## config.mk

```make
export PLATFORM = sky130hd
export DESIGN_NAME = hpchn_arb
export DESIGN_NICKNAME = d
export VERILOG_FILES = /design/src/rtl/hpchn_pkg.sv /design/src/rtl/hpchn_encd.sv /design/src/rtl/hpchn_arb.sv
export SDC_FILE = /design/constraint.sdc
export NUM_CORES = 1
export LEC_CHECK = 0
export BUFFER_PORTS_ARGS = -buffer_cell sky130_fd_sc_hd__buf_4
export CAP_MARGIN = 15
export CORE_UTILIZATION = 48
export DETAILED_ROUTE_END_ITERATION = 8
export PLACE_DENSITY = 0.8
export REMOVE_ABC_BUFFERS = 1
export SETUP_SLACK_MARGIN = 0.5
export SYNTH_ARGS = -nofsm -noshare
export SYNTH_HDL_FRONTEND = slang
export SYNTH_SLANG_ARGS = --single-unit
```

## constraint.sdc

```tcl
create_clock -name hclk -period 2.7 [get_ports hclk]
set_input_delay 0.135 -clock hclk [delete_from_list [all_inputs] [get_ports hclk]]
set_output_delay 0.135 -clock hclk [all_outputs]
set_load 0.01 [all_outputs]
```

## src/rtl/hpchn_pkg.sv

```systemverilog
// Shared constants and state encoding for the high-priority channel arbiter.
package hpchn_pkg;

  localparam int CHN_NUM   = 16;
  localparam int CHN_MUX_W = 4;

  // One-hot-ish encoding so grant-valid and busy can be taken straight
  // from individual state register bits.
  typedef enum logic [1:0] {
    IDLE = 2'b00,
    REQ  = 2'b01,
    BUSY = 2'b10
  } state_t;

endpackage

```

## src/rtl/hpchn_encd.sv

```systemverilog
// One-hot to binary channel encoder. Each code bit is the OR of every
// one-hot position whose index has that bit set, so an all-zero input
// naturally yields code 0.
module hpchn_encd #(
  parameter int CHN_NUM   = hpchn_pkg::CHN_NUM,
  parameter int CHN_MUX_W = hpchn_pkg::CHN_MUX_W
) (
  input  logic [CHN_NUM-1:0]   i_onehot,
  output logic [CHN_MUX_W-1:0] o_cod
);

  // OR-reduce the one-hot positions contributing to each code bit
  always_comb begin
    o_cod = '0;
    for (int b = 0; b < CHN_MUX_W; b++) begin
      for (int i = 0; i < CHN_NUM; i++) begin
        if (((i >> b) & 1) != 0) begin
          o_cod[b] = o_cod[b] | i_onehot[i];
        end
      end
    end
  end

endmodule

```

## src/rtl/hpchn_arb.sv

```systemverilog
// High-priority DMA channel arbiter: collects triggers into a pending
// register, grants the lowest-numbered pending channel and holds it
// through a valid/ack handshake until the engine signals completion.
// Every output comes straight from a register.
module hpchn_arb #(
  parameter int CHN_NUM   = hpchn_pkg::CHN_NUM,
  parameter int CHN_MUX_W = hpchn_pkg::CHN_MUX_W
) (
  input  logic                 hclk,
  input  logic                 hrst_b,
  input  logic [CHN_NUM-1:0]   chn_trg,
  input  logic [CHN_NUM-1:0]   chn_en,
  input  logic                 grnt_ack,
  input  logic                 chn_done,
  output logic                 grnt_vld,
  output logic [CHN_NUM-1:0]   grnt_onehot,
  output logic [CHN_MUX_W-1:0] grnt_chn_cod,
  output logic [CHN_NUM-1:0]   pend,
  output logic                 busy
);

  import hpchn_pkg::*;

  localparam logic [CHN_NUM-1:0] ONE_VEC = {{(CHN_NUM-1){1'b0}}, 1'b1};

  state_t                 r_state;
  logic [CHN_NUM-1:0]     r_pend;
  logic [CHN_NUM-1:0]     r_onehot;
  logic [CHN_MUX_W-1:0]   r_cod;

  state_t                 w_nxt_state;
  logic [CHN_NUM-1:0]     w_nxt_onehot;
  logic [CHN_MUX_W-1:0]   w_nxt_cod;
  logic [CHN_NUM-1:0]     w_pend_nxt;
  logic [CHN_NUM-1:0]     w_sel;
  logic [CHN_MUX_W-1:0]   w_sel_cod;
  logic                   w_in_busy;
  logic [CHN_NUM-1:0]     w_set;
  logic [CHN_NUM-1:0]     w_hold;
  logic [CHN_NUM-1:0]     w_clr;
  logic                   w_gnt_en;

  // Lowest set bit of the registered pending vector; triggers never bypass it
  assign w_sel = r_pend & (~r_pend + ONE_VEC);

  hpchn_encd #(
    .CHN_NUM   (CHN_NUM),
    .CHN_MUX_W (CHN_MUX_W)
  ) u_encd (
    .i_onehot (w_sel),
    .o_cod    (w_sel_cod)
  );

  assign w_in_busy = (r_state == BUSY);
  assign w_gnt_en  = |(chn_en & r_onehot);

  // Pending update: enabled triggers set, completion or disable clears,
  // set wins; the channel under transfer is immune to disable
  always_comb begin
    w_set      = chn_trg & chn_en;
    w_hold     = {CHN_NUM{w_in_busy}} & r_onehot;
    w_clr      = ({CHN_NUM{w_in_busy & chn_done}} & r_onehot) | (~chn_en & ~w_hold);
    w_pend_nxt = w_set | (r_pend & ~w_clr);
  end

  // Next-state and next grant selection; withdrawal beats a same-cycle ack
  always_comb begin
    w_nxt_state  = r_state;
    w_nxt_onehot = r_onehot;
    w_nxt_cod    = r_cod;
    case (r_state)
      IDLE: begin
        if (|r_pend) begin
          w_nxt_state  = REQ;
          w_nxt_onehot = w_sel;
          w_nxt_cod    = w_sel_cod;
        end
      end
      REQ: begin
        if (!w_gnt_en) begin
          w_nxt_state  = IDLE;
          w_nxt_onehot = '0;
          w_nxt_cod    = '0;
        end else if (grnt_ack) begin
          w_nxt_state = BUSY;
        end
      end
      BUSY: begin
        if (chn_done) begin
          w_nxt_state  = IDLE;
          w_nxt_onehot = '0;
          w_nxt_cod    = '0;
        end
      end
      default: begin
        w_nxt_state  = IDLE;
        w_nxt_onehot = '0;
        w_nxt_cod    = '0;
      end
    endcase
  end

  // State, pending and grant registers with asynchronous clear
  always_ff @(posedge hclk or negedge hrst_b) begin
    if (!hrst_b) begin
      r_state  <= IDLE;
      r_pend   <= '0;
      r_onehot <= '0;
      r_cod    <= '0;
    end else begin
      r_state  <= w_nxt_state;
      r_pend   <= w_pend_nxt;
      r_onehot <= w_nxt_onehot;
      r_cod    <= w_nxt_cod;
    end
  end

  assign grnt_vld     = r_state[0];
  assign busy         = r_state[1];
  assign grnt_onehot  = r_onehot;
  assign grnt_chn_cod = r_cod;
  assign pend         = r_pend;

endmodule

```

==> impl_metrics.tcl <==
set metrics [dict create \
    synth_commonest_cells "38 x dfrtp_1, 36 x o21ai_0, 16 x nand2_1" \
    clk_pin_slew_ps 70 \
    fp.dieH_um 64.97 \
    switchingPower_mw 0.4959 \
    synthCells 189 \
    rows 22 \
    tightest_slew_ps 868.3 \
    io_pins 74 \
    setup_tns_ps 0 \
    htree_levels 2 \
    antenna_left 0 \
    grt_usage 0.2671 \
    fillers 331 \
    drive_gt1_frac 0.3383 \
    cts_root_buffer "clkbuf_8" \
    yosysSeqAreaShare 0.4997 \
    holdCritPathClass "in -> reg" \
    combPwrFrac 0.301 \
    crit_chain "or4_1 -> or2_1 -> nor4_2 -> a32o_1" \
    status "completed" \
    synth_area_leaders "dfrtp_1 50%, o21ai_0 9.5%, a22o_1 5.5%" \
    drt-total-wl_um 5324 \
    final_max_slew_viol_count 0 \
    p_int_mw 1.026 \
    yosysUniqueCellTypes 35 \
    place_congestion 0.8741 \
    ys_ff_latch 38 \
    cp-end-kind "flop" \
    synth_edf_count 0 \
    synth_top_cell_by_area "dfrtp_1" \
    cts.sinks 38 \
    fin_crit_sh 0.7864 \
    die_area_um2 4220 \
    fin_crit_ps 2123 \
    swShare 0.3259 \
    wl_met3_um 256 \
    cts_buffers 5 \
    cp.required_ps 2920 \
    grt_max_degree 39 \
    grt_pass1_wl_um 8280 \
    n_antenna_cell 0 \
    setup_viol 0 \
    max_slew_margin 0.4061 \
    grt_pass1_vias 1665 \
    hold_viol_final 0 \
    initial_core_util 0.5084 \
    crit_type "reg -> reg" \
    vias 1858 \
    drc 0 \
    dr.first_iter.drc_count 106 \
    fmax_ghz 0.4710 \
    skew_ps 3.542 \
    die_w_um 64.97 \
    synth_top_area_frac 0.4997 \
    critPathArrivalTime_ps 2350 \
    p_leak_nw 1.210 \
    multi_input_comb_area_um2 897.1 \
    synth_area_um2 1903 \
    met1_length_um 2400 \
    dp_hpwl_um 3821 \
    slowest_stage "or4_1" \
    synth_most_common_cell "dfrtp_1" \
    place_area_um2 2511 \
    final_area_um2 2606 \
    portBuffers 73 \
    async_flop_share 1.000 \
    cp-start-kind "flop" \
    final_nets 305 \
    met2_length_um 2597 \
    rsz0062_at_grt "no" \
    routed.top_layer "met4" \
    cts.path.max_buffers 2 \
    maxCapViolCount 0 \
    core_um2 3744 \
    p_total_mw 1.522 \
    r2r_cells 4 \
    antenna_found_initial 0 \
    viasPerCell 5.861 \
    path_max_fanout 8 \
    drtPass1Iterations 4 \
    whs_path_depth 3 \
    grt_overflow 0 \
    cts_tree "done" \
    p_clk_frac 0.233 \
    ys_warn_count 0 \
    area_growth_pct 36.95 \
    cpPeakStageDelay_ps 600 \
    cellPowerDensity_nw_per_um2 584.0 \
    register_area_um2 950.9 \
    finalCoreUtilization 0.6962 \
    cts_setup_buffers 0 \
    peakVddDrop_mv 0.3846 \
    clk_latency_ps 290 \
    synth_ff_type "dfrtp_1" \
    p_seq_frac 0.466 \
    wl_per_cell_um 16.79 \
    avgSynthCellArea_um2 10.07 \
]
[path summary, 6_finish.rpt]
check,startpoint,slack [ps],endpoint
setup reg to reg,pend[6],580,grnt_onehot[14]
setup / recovery,pend[6],580,grnt_onehot[14]
max in group asynchronous,hrst_b,2010,grnt_onehot[0]
hold reg to reg,grnt_chn_cod[2],480,grnt_chn_cod[2]
hold / removal,chn_trg[1],90,pend[1]
min in group asynchronous,hrst_b,350,grnt_chn_cod[1]
[per-layer routing]
metal	GRT usage	up-vias
li1	-	884
met1	0.3669	912
met2	0.4154	54
met3	0.05282	8
met4	0.1000	0
met5	0	-
[repair_timing]
| action | 4_1_cts | 5_1_grt |
|---|---|---|
| endpoints found under the hold margin | 38 | 0 |
| hold buffers | 1 | 0 |
| endpoints found under the setup margin | 0 | 21 |
| gates resized for setup | 0 | 2 |
[logic make-up (layout without fill, tap and decap cells)]
group	Yosys count	count (layout)	share of synthesized area
simple gates	50	50	0.1453
buf+inv	12	92	0.03155
flops	38	38	0.4997
compound gates	89	89	0.3235
[layout make-up]
cell class              instances  area share
multi-input cells             139      0.3442
flip-flops and latches         38      0.3649
inverters                       6    0.008641
repair buffers                 79      0.2300
well taps                      48     0.02304
clock buffers                   7     0.02928
[worst max-delay path, delay by kind of cell, from the launching register on]
| kind | cells | cell delay, ps |
|---|---|---|
| flip-flops | 1 | 460 |
| AND/OR/NAND/NOR | 3 | 1350 |
| AO/OA/AOI/OAI | 1 | 240 |
[stage by stage]
stage | setup slack, ps | hold WS (ps) | instances
after floorplan | 604.7 | -160.6 | 183
after global placement | 609.1 | 124.8 | 309
after detailed placement | 558.6 | 126.3 | 309
after CTS | 545.3 | 87.31 | 317
after global routing | 514.7 | 89.74 | 317
final | 576.7 | 86.11 | 317
[layout by cell type (no fill, tap or decap), drive strengths merged]
cell type | netlist | layout
buf | 2 | 78
dfrtp | 38 | 38
o21ai | 36 | 36
nand2 | 17 | 17
a22o | 12 | 12
a21boi | 11 | 11
nor2 | 10 | 10
a32o | 10 | 10
a21oi | 8 | 8
clkbuf | 4 | 7
inv | 6 | 6
a221oi | 4 | 4
nor2b | 3 | 3
or2 | 3 | 3
or4 | 3 | 3
nor4 | 3 | 3
nand2b | 2 | 2
nand3 | 2 | 2
or3 | 2 | 2
a21o | 2 | 2
nor3 | 2 | 2
a2111oi | 1 | 1
and4 | 1 | 1
o311ai | 1 | 1
a31oi | 1 | 1
o32ai | 1 | 1
and3b | 1 | 1
and2 | 1 | 1
a211oi | 1 | 1
a21bo | 1 | 1
dlygate4sd3 | 0 | 1
[power by group through the flow]
stage	clock [mW]	combinational, mW	sequential (mW)
global route	0.386	0.494	0.718
floorplan	0	0.199	0.728
detailed placement	0	0.450	0.717
global placement	0	0.442	0.715
finish	0.355	0.458	0.709
CTS	0.364	0.451	0.708
[registers in the layout, summed over array words and instances (netlist names)]
register      cells
r_state           2
grnt_chn_cod      4
pend             16
grnt_onehot      16
No activity file was read; power rests on OpenSTA's default activity.
